--- src/rtl/cr_kme_kop_keybuilder_rx.sv ---
// cr_kme_kop_keybuilder_rx: assembles KDF stream words into one wide key per command.
// Optional KME_KEYBUILDER_ZEROIZE_EN wipes the key register after each key handshake.
module cr_kme_kop_keybuilder_rx #(
    parameter int WORD_W    = 64,
    parameter int MAX_WORDS = 8,
    parameter int NW_W      = 4
) (
    input  logic                        clk,
    input  logic                        rst_n,
    input  logic                        cmdfifo_keybuilder_valid,
    input  logic [NW_W-1:0]             cmdfifo_keybuilder_num_words,
    output logic                        keybuilder_cmdfifo_ack,
    input  logic [WORD_W-1:0]           kdf_keybuilder_data,
    input  logic                        kdf_keybuilder_valid,
    output logic                        keybuilder_kdf_stall,
    output logic [MAX_WORDS*WORD_W-1:0] keybuilder_key_data,
    output logic [NW_W-1:0]             keybuilder_key_num_words,
    output logic                        keybuilder_key_valid,
    input  logic                        key_keybuilder_ack,
    output logic                        keybuilder_err
);
    localparam int KEY_W = MAX_WORDS * WORD_W;

    typedef enum logic [1:0] {IDLE, COLLECT, HOLD} state_e;

    state_e             state_q, state_d;
    logic [KEY_W-1:0]   key_q, key_d;
    logic [NW_W-1:0]    cnt_q, cnt_d;
    logic [NW_W-1:0]    n_q, n_d;
    logic               err_q, err_d;
    logic               legal;
    logic               xfer;

    assign legal = (cmdfifo_keybuilder_num_words != '0) &&
                   (cmdfifo_keybuilder_num_words <= NW_W'(MAX_WORDS));
    assign xfer  = kdf_keybuilder_valid && (state_q == COLLECT);

    always_ff @(posedge clk or negedge rst_n) begin
        if (!rst_n) begin
            state_q <= IDLE;
            key_q   <= '0;
            cnt_q   <= '0;
            n_q     <= '0;
            err_q   <= 1'b0;
        end else begin
            state_q <= state_d;
            key_q   <= key_d;
            cnt_q   <= cnt_d;
            n_q     <= n_d;
            err_q   <= err_d;
        end
    end

    always_comb begin
        state_d = state_q;
        key_d   = key_q;
        cnt_d   = cnt_q;
        n_d     = n_q;
        err_d   = err_q;
        keybuilder_cmdfifo_ack   = (state_q == IDLE) && cmdfifo_keybuilder_valid;
        keybuilder_kdf_stall     = (state_q != COLLECT);
        keybuilder_key_valid     = (state_q == HOLD);
        keybuilder_key_num_words = (state_q == HOLD) ? n_q : '0;
        keybuilder_err           = err_q;
        case (state_q)
            IDLE: begin
                if (cmdfifo_keybuilder_valid) begin
                    if (legal) begin
                        n_d     = cmdfifo_keybuilder_num_words;
                        key_d   = '0;
                        cnt_d   = '0;
                        state_d = COLLECT;
                    end else begin
                        err_d = 1'b1;
                    end
                end
            end
            COLLECT: begin
                if (xfer) begin
                    // first word lands in the most significant slot
                    for (int i = 0; i < MAX_WORDS; i++)
                        if (cnt_q == NW_W'(i))
                            key_d[(MAX_WORDS-1-i)*WORD_W +: WORD_W] = kdf_keybuilder_data;
                    cnt_d = cnt_q + NW_W'(1);
                    if (cnt_q == n_q - NW_W'(1))
                        state_d = HOLD;
                end
            end
            HOLD: begin
                if (key_keybuilder_ack) begin
                    state_d = IDLE;
`ifdef KME_KEYBUILDER_ZEROIZE_EN
                    key_d = '0;
`endif
                end
            end
            default: state_d = IDLE;
        endcase
    end

`ifdef KME_KEYBUILDER_ZEROIZE_EN
    assign keybuilder_key_data = (state_q == HOLD) ? key_q : '0;
`else
    assign keybuilder_key_data = key_q;
`endif

endmodule

--- config.mk ---
export PLATFORM = sky130hd
export DESIGN_NAME = cr_kme_kop_keybuilder_rx
export DESIGN_NICKNAME = d
export VERILOG_FILES = /design/src/rtl/cr_kme_kop_keybuilder_rx.sv
export SDC_FILE = /design/constraint.sdc
export NUM_CORES = 1
export LEC_CHECK = 0
export BUFFER_PORTS_ARGS = -buffer_cell sky130_fd_sc_hd__clkbuf_2
export CAP_MARGIN = 5
export CORE_AREA = 2 2 233 235
export DETAILED_ROUTE_END_ITERATION = 7
export DIE_AREA = 0 0 235 237
export HOLD_SLACK_MARGIN = 0.05
export PLACE_DENSITY_LB_ADDON = 0.12
export SYNTH_ARGS = -nofsm -noshare
export SYNTH_HDL_FRONTEND = slang
export SYNTH_SLANG_ARGS = --single-unit
--- constraint.sdc ---
create_clock -name clk -period 1.8 [get_ports clk]
set_input_delay 0.36 -clock clk [delete_from_list [all_inputs] [get_ports clk]]
set_output_delay 0.36 -clock clk [all_outputs]
set_load 0.01 [all_outputs]
# ---- Yosys cells after proc, flatten, opt, wreduce, memory -nomap -nowiden
# Cells that the tools add are included.
dict set report classes {
  add_sub_neg 2
  n_mul 0
  n_div 0
  order_cmp 1
  eq_ne 24
  shift 0
  muxes 23
  bitwise 1
  n_reduce_logical 19
}
# operator n
set ops {}
lappend ops {{two-way mux 512 bit} 3}
lappend ops {{one-hot mux 512 bit (2 select lines)} 1}
lappend ops {{two-way mux 64 bit} 8}
lappend ops {{AND reduction 5 bit} 9}
lappend ops {{inequality test 2 x 1 -> 1 bit, second input constant} 11}
lappend ops {{equality test 4 x 3 -> 1 bit, second input constant} 4}
lappend ops {{two-way mux 4 bit} 4}
lappend ops {{two-way mux 2 bit} 5}
lappend ops {{equality test 4 x 2 -> 1 bit, second input constant} 2}
lappend ops {{one-hot mux 4 bit (2 select lines)} 1}
lappend ops {{inequality test 2 bit, second input constant} 3}
lappend ops {{one-hot mux 2 bit (3 select lines)} 1}
lappend ops {{AND reduction 3 bit} 2}
lappend ops {{adder 4 x 1 -> 4 bit, second input constant} 1}
lappend ops {{equality test 4 x 1 -> 1 bit, second input constant} 1}
lappend ops {{equality test 4 bit} 1}
lappend ops {{less-or-equal comparator 4 bit, second input constant} 1}
lappend ops {{zero test 4 bit} 1}
lappend ops {{AND reduction 4 bit} 1}
lappend ops {{nonzero test 4 bit} 1}
lappend ops {{subtractor 4 x 1 -> 4 bit, second input constant} 1}
lappend ops {{logical AND 1 bit} 3}
lappend ops {{equality test 2 x 1 -> 1 bit, second input constant} 1}
lappend ops {{equality test 2 bit, second input constant} 1}
lappend ops {{3 further kinds} 3}
dict set report totals {
  register_bits 523
  latchBits 0
  ramBits 0
  rom_bits 0
  input_bits 73
  out_inout_bits 520
  elab_cells 82
  n_memories 0
}

# ---- Logic depth before layout (Yosys ltp)
# Gate-level depths: netlist (run 1).
dict set report depth {
  depth_word 5
  mapped_depth 7
  mapped_depth_nobuf 6
}

# ---- Worst setup path before layout (run 1)
# No wires, ideal clock.
dict set report synth_path {
  path_type {in2reg}
  start {input cmdfifo_keybuilder_num_words[1]}
  end {register key_q[100], in the netlist keybuilder_key_data[100]}
  arrival_time_ns 1.887
  required_ns 1.675
  slack_ns -0.212
  stages 5
  path_buffers 1
  path_cell_list {o31a_2 o21ai_2 nand3_2 clkbuf_8 mux2_2}
}
dict set report synth_via {
  elab_chain_cells 4
  word_cells_on_any_way 5
  cone_classes {order compare (1); eq/ne (1); reduce/logical (3)}
}
# element line
set synth_rtl {}
lappend synth_rtl {{from (decl)} 11} ;# input logic [NW_W-1:0] cmdfifo_keybuilder_num_words,
lappend synth_rtl {{less-or-equal comparator 4 bit / nonzero test 4 bit (equally long branches)} {35, 34}}
lappend synth_rtl {{logical AND 1 bit *} 34} ;# assign legal = (cmdfifo_keybuilder_num_words != '0) &&
lappend synth_rtl {{inequality test 2 bit (no source line) *} --}
lappend synth_rtl {{AND reduction 5 bit (no source line) *} --}
lappend synth_rtl {{to (signal assigned)} 47} ;# key_q <= key_d;
lappend synth_rtl {{to (decl)} 27} ;# logic [KEY_W-1:0] key_q, key_d;
# Mark *: on every way between the ends. The rest lies on a longest branch, timed or not.
# A chain may end at the register's enable or synchronous reset.

# ---- Worst setup path in the final report (run 1)
dict set report layout_path {
  start {register state_q[0]}
  end {register key_q[231], in the netlist keybuilder_key_data[231]}
}
dict set report layout_via {
  elab_chain_cells 4
  word_cells_on_any_way 10
  cone_classes {eq/ne (5); mux (1); reduce/logical (4)}
}
# element line
set layout_rtl {}
lappend layout_rtl {{from (decl)} 26} ;# state_e state_q, state_d;
lappend layout_rtl {{from (signal assigned)} 46} ;# state_q <= state_d;
lappend layout_rtl {{equality test 2 x 1 -> 1 bit} {36, 65}}
lappend layout_rtl {{logical AND 1 bit} 36} ;# assign xfer = kdf_keybuilder_valid && (state_q == COLLECT);
lappend layout_rtl {{inequality test 2 bit (no source line)} --}
lappend layout_rtl {{AND reduction 5 bit (no source line)} --}
# Parallel ways exist; a longest one is shown, timed or not.

==> reports/qor.log, run 1 <==
INFO  run_status     outcome=finished with violations
INFO  run_status     violations=negative setup slack
INFO  sta            timing_hold_violations_final=0
INFO  sta            min_period=1.96ns
INFO  yosys          instance_count_of_the_mapped_netlist=1301
INFO  clock_network  cts-root-to-sink-buffers=3
INFO  placement      place_congestion=0.793
INFO  yosys          synth_cell_types=31
INFO  critical_path  worstRegToRegCells=8
INFO  cells_and_area final_cell_mix=584 x clkbuf_2, 523 x dfrtp_1, 515 x mux2_2
INFO  hold_path      hold-path-cell-count=3
INFO  critical_path  timing.rr.start=state_q[0]$_DFFE_PN0P_
INFO  sta            timing_max_transition_violations_final=0
INFO  critical_path  r2r_setup_slack=-0.16ns
INFO  grt            grt.overflow.total=0
INFO  yosys          synth_top_cell_area_share=63.2%
INFO  hold_path      min_delay_worst_endpoint=n_q[3]$_DFFE_PN0P_
INFO  grt            grt_first_pass_wirelength=92300µm
INFO  detailed_routing vias_per_cell=4.91
INFO  cells_and_area postLayoutCoreUtil=52.0%
INFO  floorplan      die_area=0.0557mm²
INFO  grt            groute.usage.overall=22.0%
INFO  critical_path  cp_common_cell=buf_6
INFO  critical_path  worstPathCellList=buf_6, buf_6, buf_6, a21oi_4, buf_12, nand3_4, buf_12, mux2_2
INFO  hold_path      hold_path_class=primary input to flop
INFO  detailed_routing initialDrtViolationCount=593
INFO  cells_and_area synthesis_to_finish_area_growth=33.8%
INFO  critical_path  worstPathRequired=2.27ns
INFO  cells_and_area leading_cell_type_in_the_layout_fill_and_taps_excluded=clkbuf_2
INFO  floorplan      number_of_cell_rows=85
INFO  sta            grt_setup_unrepaired=true
INFO  sta            layout_worst_path_cycle_share=109%
INFO  critical_path  critical_path.endpoint_type=flop
INFO  yosys          synth.avg_cell_area=15.9µm²
INFO  yosys          synth_seq_area_share=63.2%
INFO  floorplan      die_height=237µm
INFO  floorplan      core_area=0.0533mm²
INFO  power_and_ir_drop p_per_area=2020mW/mm²
INFO  clock_network  clk_pin_slew=0.06ns
INFO  critical_path  crit_path_buf_inv_count=5
INFO  clock_network  clock_latency=0.60ns
INFO  clock_network  cts_tree=built
INFO  detailed_routing route.detailed.drc=0
INFO  flow_run       count_of_max_cap_constraint_violations=0
INFO  power_and_ir_drop power.ir.vdd_worst=1100µV
INFO  yosys          synthesis.yosys.warnings=0
INFO  power_and_ir_drop power_total=0.0559W
INFO  yosys          synthesis.area=0.0207mm²
INFO  floorplan      initial_utilization=38.9%
INFO  cells_and_area multiInputGateArea=0.00685mm²
INFO  detailed_routing wl_per_cell=23.6µm
INFO  cells_and_area fraction_of_layout_instances_using_a_drive_strength_above_1=68.0%
INFO  cells_and_area regArea=0.0131mm²
INFO  critical_path  critPathTopFamily=buffers and inverters
INFO  sta            final.setup_skew=0.0145ns
INFO  critical_path  worst_ep_arrival_time=2.43ns
INFO  sta            postLayoutSetupSlackWorst=-0.156ns
INFO  detailed_routing totalWireLength=63600µm
INFO  critical_path  r2r-end=keybuilder_key_data[231]$_DFFE_PN0P_
INFO  critical_path  cpPeakStageDelay=0.41ns
INFO  floorplan      num_io_pins=593
INFO  yosys          synth.top_cells.by_area=dfrtp_1 63%, mux2_2 28%, clkbuf_8 2.8%
INFO  critical_path  critical_path_peak_fanout=20
INFO  hold_path      min_from=cmdfifo_keybuilder_num_words[0]
INFO  yosys          synthDominantAreaCellType=dfrtp_1
INFO  placement      place.port_buffers=592
INFO  critical_path  timing_worst_setup_path_type=flop to flop
INFO  sta            maxClockFrequency=511MHz
INFO  grt            via_count_of_the_first_global_routing_pass=13668
INFO  detailed_routing final_antenna_net_count=0
INFO  yosys          synthesis.nets=1379
INFO  sta            transition_time_at_the_pin_with_the_least_slew_margin=0.476ns
INFO  floorplan      die_width=235µm
INFO  critical_path  critical_path_depth=8
INFO  detailed_routing drtPass1Iterations=5
INFO  clock_network  cts_bufs_inserted=55
INFO  cells_and_area num-fill-cells=4559
INFO  critical_path  critical_path_startpoint_category=flop
INFO  critical_path  critical-path-slowest-cell=dfrtp_1
INFO  clock_network  cts.sink_count=523
INFO  grt            grt_start_max_net_pins=57
INFO  clock_network  cts.root.buffer_cell=clkbuf_16
INFO  grt            antenna_found_initial=1
INFO  sta            finalSetupViolations=519
INFO  detailed_routing num_vias=13241
INFO  power_and_ir_drop p_leak=14.1nW
INFO  sta            relSlewSlack=68.2%
INFO  clock_network  h-tree-depth=2
INFO  placement      post-dp-hpwl=43200µm
INFO  cells_and_area layout.nets=2033
INFO  yosys          synth.ff_latch_count=523
[final cells by class]
type / count / share of cell area, %
inverters: 8 / 0.117
well taps: 696 / 3.14
clock buffers: 77 / 5.89
multi-input cells: 650 / 24.7
diodes: 1 / 0.00903
repair buffers: 717 / 17.5
flip-flops and latches: 523 / 47.2
clock inverters: 25 / 1.39
[report_power, final]
| group | switching (W) | total (W) | internal (W) |
|---|---|---|---|
| Clock | 0.00474 | 0.0125 | 0.00774 |
| Combinational | 0.0120 | 0.0236 | 0.0116 |
| Sequential | 0.00284 | 0.0198 | 0.0170 |
[synth_stat cells]
library cell,count
clkbuf_1,72
inv_1,8
o21bai_1,1
a21oi_2,1
nand3_1,1
xor2_1,2
nor3_1,2
and2_1,68
nand2b_1,6
nor4_1,2
dfrtp_1,523
nand2_1,6
mux2_2,516
nor2_1,5
xnor2_1,2
clkbuf_8,42
a211o_1,1
a221o_1,1
o41ai_1,1
o31a_2,1
nor2b_1,3
nand4_1,1
o21ai_2,1
xnor3_1,1
and3_1,1
buf_2,6
nand3_2,8
a22o_1,2
a21oi_1,1
ha_1,5
o21ai_0,11
[sequential cells by signal, summed over array words and instances (netlist names)]
register	flops
keybuilder_err	1
keybuilder_key_data	512
state_q	2
n_q	4
cnt_q	4
[logic make-up after synthesis]
kind of cell | share of synthesized area, %
multiplexers | 28.1
XOR/XNOR | 0.278
AO/OA/AOI/OAI | 0.677
buffers and inverters | 4.39
adder cells (fa/ha/maj) | 0.302
AND/OR/NAND/NOR | 3.11
flip-flops | 63.2
[worst min-delay path, stage by stage]
cell and delay, ns:
clkbuf_2 0.13, buf_4 0.13, o41ai_1 0.06
[per-stage QoR]
stage | setup slack [ns] | hold WS, ns | TNS, ns | area, µm² | cells
floorplan | -0.101 | 0.0644 | -45.20 | 20700 | 1301
global placement | -0.296 | 0.321 | -124.22 | 25200 | 2571
detailed placement | -0.310 | 0.320 | -122.98 | 25200 | 2571
CTS | -0.198 | 0.0879 | -48.04 | 27400 | 2683
global route | -0.218 | 0.114 | -81.05 | 27700 | 2696
finish | -0.156 | 0.122 | -51.48 | 27700 | 2697
[worst max path at each step]
stage / start / endpoint / slack [ns]
after floorplan: cmdfifo_keybuilder_num_words[1] / keybuilder_key_data[100]$_DFFE_PN0P_ / -0.10
after global placement: cmdfifo_keybuilder_num_words[1] / keybuilder_key_data[5]$_DFFE_PN0P_ / -0.30
after detailed placement: cmdfifo_keybuilder_num_words[1] / keybuilder_key_data[8]$_DFFE_PN0P_ / -0.31
after CTS: state_q[0]$_DFFE_PN0P_ / keybuilder_key_num_words[2] / -0.20
after global routing: state_q[0]$_DFFE_PN0P_ / keybuilder_key_num_words[2] / -0.22
final: state_q[0]$_DFFE_PN0P_ / keybuilder_key_data[231]$_DFFE_PN0P_ / -0.16
[timing repair]
item,4_1_cts,5_1_grt
pin swaps,3,1
endpoints found under the hold margin,21,0
setup endpoints to repair,479,523
gates resized for setup,24,37
cloned,1,9
hold buffers,2,0
setup buffers,9,4
[metal layers]
metal / part of all wire (%) / GRT usage [%]
met1: 42 / 27.9
met2: 48 / 35.6
met3: 7.0 / 6.78
met4: 3.4 / 7.59
met5: 0 / 0
Power figures use the tool's default switching activity.
==> run 2: changes to the inputs <==
ABC_AREA = 1   (was unset)
CORE_AREA = 2 2 231 233   (was 2 2 233 235)
DIE_AREA = 0 0 233 235   (was 0 0 235 237)
==> reports/qor.log, run 2 <==
INFO  run_status     outcome=finished with violations
INFO  run_status     violations=negative setup slack
INFO  sta            timing_max_transition_violations_final=0 [unchanged]
INFO  critical_path  worstPathRequired=1.44ns [-0.83 ns]
INFO  yosys          synth.top_cells.by_area=dfrtp_1 59%, nand2_1 18%, nand3_1 12%
INFO  sta            finalSetupViolations=49 [-91%]
INFO  grt            grt.overflow.total=0 [unchanged]
INFO  yosys          instance_count_of_the_mapped_netlist=2474 [+90%]
INFO  clock_network  clk_pin_slew=0.07ns [about the same]
INFO  cells_and_area layout.nets=3287 [+62%]
INFO  placement      place.port_buffers=592 [unchanged]
INFO  sta            postLayoutSetupSlackWorst=-0.141ns [+0.0158 ns]
INFO  placement      post-dp-hpwl=56500µm [+31%]
INFO  clock_network  cts.root.buffer_cell=clkbuf_16
INFO  yosys          synthesis.area=0.0221mm² [+6.6%]
INFO  placement      detailed_place.area=0.0267mm² [+6.2%]
INFO  floorplan      die_height=235µm [-0.84%]
INFO  clock_network  cts.sink_count=523 [unchanged]
INFO  detailed_routing totalWireLength=95600µm [+50%]
INFO  sta            layout_worst_path_cycle_share=108% [-0.88 points]
INFO  floorplan      die_area=0.0548mm² [-1.7%]
INFO  sta            min_period=1.94ns [-0.0158 ns]
INFO  cells_and_area final_cell_mix=1040 x nand2_1, 587 x clkbuf_2, 522 x dfrtp_1
INFO  yosys          synth_cell_types=25 [-19%]
INFO  sta            final.setup.tns=-1.42ns [+50.06 ns]
INFO  sta            maxClockFrequency=515MHz [+0.81%]
INFO  clock_network  cts-root-to-sink-buffers=3 [unchanged]
INFO  yosys          netlist_top_cells_count=1049 x nand2_1, 527 x nand3_1, 523 x dfrtp_1
INFO  hold_path      hold_path_class=primary input to flop
INFO  floorplan      initial_utilization=42.3% [+3.4 points]
INFO  detailed_routing drtPass1Iterations=6 [+1]
INFO  detailed_routing num_vias=21204 [+60%]
INFO  critical_path  worst_setup_path_startpoint=state_q[0]$_DFFE_PN0P_
INFO  cells_and_area finish.instance_area=0.0313mm² [+13%]
INFO  yosys          synth-edff-count=0 [unchanged]
INFO  clock_network  cts_bufs_inserted=55 [unchanged]
INFO  sta            timing_hold_violations_final=0 [unchanged]
INFO  critical_path  worst_ep_arrival_time=1.58ns [-0.85 ns]
INFO  yosys          async_flop_share=100% [unchanged]
INFO  cells_and_area fraction_of_layout_instances_using_a_drive_strength_above_1=31.7% [-36 points]
INFO  detailed_routing route.detailed.drc=0 [unchanged]
INFO  grt            grt_start_max_net_pins=74 [+30%]
INFO  detailed_routing wl_per_cell=24.3µm [+2.8%]
INFO  floorplan      number_of_cell_rows=84 [-1.2%]
INFO  grt            antenna_found_initial=1 [unchanged]
INFO  yosys          synthDominantAreaCellType=dfrtp_1
INFO  clock_network  h-tree-depth=2 [unchanged]
INFO  detailed_routing final_antenna_net_count=0 [unchanged]
INFO  yosys          synthesis.yosys.warnings=0 [unchanged]
INFO  critical_path  timing.rr.start=state_q[1]$_DFFE_PN0P_
INFO  grt            via_count_of_the_first_global_routing_pass=19531 [+43%]
INFO  grt            grt_first_pass_wirelength=124000µm [+35%]
INFO  placement      place_congestion=0.856 [+7.9%]
INFO  floorplan      core_area=0.0522mm² [-2.0%]
INFO  yosys          synth.ff_latch_count=523 [unchanged]
INFO  clock_network  cts_tree=built
INFO  sta            grt_setup_unrepaired=true
INFO  detailed_routing vias_per_cell=5.38 [+9.6%]
INFO  sta            final.setup_skew=0.0229ns [+0.00833 ns]
INFO  placement      detailedPlace.worstSlack=-0.0406ns [+0.270 ns]
INFO  cells_and_area synthesis_to_finish_area_growth=41.8%
INFO  critical_path  critical_path.endpoint_type=output pin
INFO  detailed_routing initialDrtViolationCount=1870 [+220%]
INFO  power_and_ir_drop p_leak=17.3nW [+22%]
INFO  sta            relSlewSlack=67.7% [-0.54 points]
INFO  cells_and_area leading_cell_type_in_the_layout_fill_and_taps_excluded=nand2_1
INFO  grt            groute.usage.overall=29.8% [+7.8 points]
INFO  flow_run       count_of_max_cap_constraint_violations=0 [unchanged]
INFO  power_and_ir_drop p_per_area=2370mW/mm² [+17%]
INFO  yosys          synth_seq_area_share=59.3% [-3.9 points]
INFO  yosys          library_cell_with_the_highest_instance_count_after_synthesis=nand2_1
INFO  yosys          synth_top_cell_area_share=59.3% [-3.9 points]
INFO  cells_and_area num-fill-cells=4501 [-1.3%]
INFO  critical_path  critical_path_startpoint_category=flop
INFO  yosys          synthesis.nets=2552 [+85%]
INFO  floorplan      num_io_pins=593 [unchanged]
INFO  cells_and_area largest_reg_flops=512 [unchanged]
INFO  yosys          synth.avg_cell_area=8.92µm² [-44%]
INFO  hold_path      min_from=kdf_keybuilder_data[41]
INFO  critical_path  timing_worst_setup_path_type=flop to output pin
INFO  power_and_ir_drop power.ir.vdd_worst=1110µV [+0.89%]
INFO  critical_path  critical_path_peak_fanout=2 [-90%]
INFO  sta            transition_time_at_the_pin_with_the_least_slew_margin=0.484ns [+0.00754 ns]
INFO  clock_network  clock_latency=0.61ns [about the same]
INFO  floorplan      die_width=233µm [-0.85%]
INFO  yosys          synth-main-ff-cell=dfrtp_1
run 2: cell types whose count changed in the layout (fill, tap and decap cells not counted), moves of 26 or more:
cell,change
inv_1,+73
nand3_1,+511
buf_4,+26
clkbuf_16,+37
nand2_1,+1035
and2_1,-57
mux2_2,-515
nor2_4,+34
nor2_1,+32
run 2: cell families after synthesis:
group | count (synthesis) | synth area share, %
compound gates | 13 | 0.312
fa+ha+maj | 5 | 0.283
flops | 523 | 59.3
xor+xnor | 3 | 0.119
buf+inv | 254 | 6.63
simple gates | 1676 | 33.4
run 2: stage by stage:
| step | utilization (%) | instances | hold slack, ns | power [W] |
|---|---|---|---|---|
| after global placement | 51.2 | 3730 | 0.273 | 0.0534 |
| final | 59.9 | 3942 | 0.148 | 0.0741 |
| after floorplan | - | 2474 | 0.0644 | 0.0383 |
| after CTS | 55.4 | 3844 | 0.0792 | 0.0670 |
| after detailed placement | 51.2 | 3730 | 0.283 | 0.0540 |
| after global routing | 59.9 | 3939 | 0.152 | 0.0778 |
run 2: path summary, 6_finish.rpt:
kind,endpoint,slack [ns],cells after the start
max in group asynchronous,keybuilder_key_data[399]$_DFFE_PN0P_,0.80,4
worst min register to register,keybuilder_key_data[191]$_DFFE_PN0P_,0.47,2
worst min-delay path,keybuilder_key_data[233]$_DFFE_PN0P_,0.15,5
worst max-delay path,keybuilder_cmdfifo_ack,-0.14,6
worst max register to register,keybuilder_key_data[167]$_DFFE_PN0P_,-0.04,12
min in group asynchronous,keybuilder_key_data[394]$_DFFE_PN0P_,0.22,2
run 2: final cells by class:
| cell class | instances | area, µm² | share of cell area [%] |
|---|---|---|---|
| clock buffer | 75 | 1570 | 5.02 |
| tap | 688 | 861 | 2.75 |
| clock inverter | 24 | 378 | 1.21 |
| inverter | 84 | 360 | 1.15 |
| timing repair buffer | 836 | 6950 | 22.2 |
| sequential | 523 | 13100 | 41.8 |
| antenna | 3 | 7.51 | 0.0240 |
| multi-input combinational | 1704 | 7960 | 25.4 |
| timing repair inverter | 5 | 118 | 0.376 |
run 2: routing by layer:
layer | global-route usage [%] | wire [µm] | vias to the layer above
li1 | - | - | 9365
met1 | 40.7 | 38900 | 10513
met2 | 47.4 | 44600 | 1168
met3 | 6.53 | 9280 | 158
met4 | 9.23 | 2830 | 0
met5 | 0 | 0 | -
run 2: timing repair:
item / CTS / global route
pin swaps: 3 / 11
endpoints found under the hold margin: 158 / 0
gates resized for setup: 25 / 123
buffers inserted: 8 / 28
gates cloned: 1 / 67
setup endpoints to repair: 14 / 523
hold buffers: 6 / 0
run 2: critical path, stage by stage, from the launching register on:
cell	delay, ns
dfrtp_1	0.39
buf_4	0.14
nor2_4	0.09
nand2_2	0.07
buf_12	0.13
inv_4	0.04
clkbuf_8	0.12
run 2: power by group:
| group | internal [W] | switching (W) | leakage, nW | total (W) |
|---|---|---|---|---|
| Clock | 0.00751 | 0.00490 | 0.970 | 0.0124 |
| Combinational | 0.0151 | 0.0249 | 9.85 | 0.0400 |
| Sequential | 0.0177 | 0.00396 | 6.44 | 0.0216 |
==> run 3: changes to the inputs <==
CORE_AREA = 2 2 232 234   (was 2 2 231 233)
DIE_AREA = 0 0 234 236   (was 0 0 233 235)
clock period = 2.45 ns   (was 1.8 ns; I/O delays follow)
==> reports/qor.log, run 3 (synthesis gave the netlist of run 2 again) <==
INFO  clock_network  cts-root-to-sink-buffers=3 [unchanged]
INFO  detailed_routing initialDrtViolationCount=1655 [-11%]
INFO  critical_path  critical_path.endpoint_type=output pin
INFO  power_and_ir_drop p_per_area=1690mW/mm² [-29%]
INFO  hold_path      hold_path_class=primary input to flop
INFO  detailed_routing totalWireLength=82200µm [-14%]
INFO  floorplan      die_width=234µm [+0.43%]
INFO  cells_and_area largest_reg_flops=512 [unchanged]
INFO  grt            grt_first_pass_wirelength=123000µm [-0.92%]
INFO  sta            transition_time_at_the_pin_with_the_least_slew_margin=0.720ns [+0.236 ns]
INFO  sta            relSlewSlack=52.0% [-16 points]
INFO  grt            grt_start_max_net_pins=147 [+99%]
INFO  clock_network  cts.sink_count=523 [unchanged]
INFO  detailed_routing final_antenna_net_count=0 [unchanged]
INFO  floorplan      die_height=236µm [+0.43%]
INFO  cells_and_area stdcell_count=3775 [-4.2%]
INFO  critical_path  worstPathRequired=1.96ns [+0.52 ns]
INFO  cells_and_area fraction_of_layout_instances_using_a_drive_strength_above_1=26.8% [-4.9 points]
INFO  cells_and_area postLayoutCoreUtil=51.7% [-8.2 points]
INFO  grt            grt.overflow.total=0 [unchanged]
INFO  floorplan      number_of_cell_rows=85 [+1.2%]
INFO  sta            maxClockFrequency=437MHz
INFO  critical_path  timing_worst_setup_path_type=flop to output pin
INFO  critical_path  critical_path_startpoint_category=flop
INFO  sta            final.setup_skew=0.0203ns [-0.00253 ns]
INFO  clock_network  clock_latency=0.61ns [about the same]
INFO  grt            groute.usage.overall=29.6% [-0.23 points]
INFO  cells_and_area leading_cell_type_in_the_layout_fill_and_taps_excluded=nand2_1
INFO  power_and_ir_drop power.ir.vdd_worst=884µV [-20%]
INFO  flow_run       count_of_max_cap_constraint_violations=0 [unchanged]
INFO  detailed_routing route.detailed.drc=0 [unchanged]
INFO  sta            grt_setup_unrepaired=false
INFO  floorplan      core_area=0.0531mm² [+1.6%]
INFO  clock_network  cts_tree=built
INFO  cells_and_area num-fill-cells=5091 [+13%]
INFO  run_status     outcome=completed
INFO  detailed_routing wl_per_cell=21.8µm [-10%]
INFO  grt            antenna_found_initial=0 [-1]
INFO  placement      place.port_buffers=592 [unchanged]
INFO  detailed_routing vias_per_cell=5.22 [-3.0%]
INFO  placement      place_congestion=0.856 [about the same]
INFO  sta            min_period=2.29ns
INFO  sta            layout_worst_path_cycle_share=93.5%
INFO  clock_network  cts.root.buffer_cell=clkbuf_16
INFO  detailed_routing drtPass1Iterations=5 [-1]
INFO  cells_and_area final_cell_mix=1049 x nand2_1, 591 x clkbuf_2, 527 x nand3_1
INFO  sta            finalSetupViolations=0 [-100%]
INFO  placement      post-dp-hpwl=53500µm [-5.3%]
INFO  grt            via_count_of_the_first_global_routing_pass=19141 [-2.0%]
INFO  cells_and_area layout.nets=3118 [-5.1%]
INFO  cells_and_area synthesis_to_finish_area_growth=24.4%
INFO  critical_path  worst_ep_arrival_time=1.80ns [+0.22 ns]
INFO  clock_network  cts_bufs_inserted=55 [unchanged]
INFO  cells_and_area num_antenna_cells=0 [-3]
INFO  power_and_ir_drop p_leak=15.5nW [-10%]
INFO  clock_network  clk_pin_slew=0.06ns [about the same]
INFO  sta            timing_hold_violations_final=0 [unchanged]
INFO  placement      place_inst=3676 [-1.4%]
INFO  critical_path  critical_path_peak_fanout=11 [+9]
INFO  clock_network  h-tree-depth=2 [unchanged]
INFO  floorplan      num_io_pins=593 [unchanged]
INFO  detailed_routing num_vias=19693 [-7.1%]
INFO  floorplan      initial_utilization=41.6% [-0.66 points]
INFO  floorplan      die_area=0.0552mm² [+0.86%]
INFO  sta            timing_max_transition_violations_final=0 [unchanged]
INFO  sta            final.setup.tns=0ns [+1.42 ns]
-- run 3: cell types whose count changed in the layout (fill, tap and decap cells not counted), sizes merged --
cell	delta
dlygate4sd3	-5
diode	-3
inv	+1
clkbuf	-33
buf	-111
nand2	-7
clkinv	-8
bufinv	-9
-- run 3: repair_timing --
| action | 4_1_cts | 5_1_grt |
|---|---|---|
| gates resized for setup | 1 | 0 |
| endpoints found under the hold margin | 44 | 0 |
| pin swaps | 0 | 1 |
| hold buffers | 1 | 0 |
| setup buffers | 0 | 2 |
| setup endpoints to repair | 1 | 1 |
-- run 3: area by class of cell --
cell class | instances | area (µm²) | share of cell area (%)
inverters | 84 | 334 | 1.22
clock buffers | 83 | 1640 | 5.98
multi-input cells | 1697 | 7560 | 27.5
clock inverters | 13 | 101 | 0.369
flip-flops and latches | 523 | 13100 | 47.7
well taps | 696 | 871 | 3.17
repair buffers | 679 | 3870 | 14.1
-- run 3: path summary, 6_finish.rpt --
| kind | to | start | cells past startpoint | slack [ns] |
|---|---|---|---|---|
| worst max register to register | keybuilder_key_data[499]$_DFFE_PN0P_ | state_q[0]$_DFFE_PN0P_ | 8 | 0.29 |
| worst max-delay path | keybuilder_cmdfifo_ack | state_q[1]$_DFFE_PN0P_ | 4 | 0.16 |
| min in group asynchronous | keybuilder_key_data[10]$_DFFE_PN0P_ | rst_n | 2 | 0.46 |
| max in group asynchronous | state_q[0]$_DFFE_PN0P_ | rst_n | 3 | 1.11 |
| worst min register to register | keybuilder_key_data[221]$_DFFE_PN0P_ | keybuilder_key_data[221]$_DFFE_PN0P_ | 2 | 0.47 |
| worst min-delay path | state_q[1]$_DFFE_PN0P_ | key_keybuilder_ack | 3 | 0.16 |
-- run 3: metrics by stage --
step | setup WS (ns) | hold slack, ns | total power, W | area [µm²]
global route | 0.0781 | 0.150 | 0.0494 | 27500
CTS | 0.0467 | 0.131 | 0.0466 | 27400
finish | 0.160 | 0.162 | 0.0463 | 27500
detailed placement | 0.189 | 0.457 | 0.0382 | 25700
floorplan | 0.864 | 0.194 | 0.0281 | 22100
global placement | 0.225 | 0.453 | 0.0378 | 25700
-- run 3: power breakdown --
group          switching [W]  internal [W]
Clock                0.00351       0.00469
Sequential           0.00275        0.0130
Combinational         0.0156       0.00684
Total                 0.0218        0.0245
-- run 3: routing by layer --
metal  routed length, µm  share of wire [%]  track usage, %
met1               34400                 42            40.4
met2               37800                 46            45.5
met3                6920                8.4            7.06
met4                3090                3.8            11.3
met5                   0                  0               0
-- run 3: worst max-delay path, stage by stage (launching register included) --
cell	delay, ns
dfrtp_1	0.43
nor2_2	0.24
nand2_4	0.22
inv_1	0.17
clkbuf_2	0.15
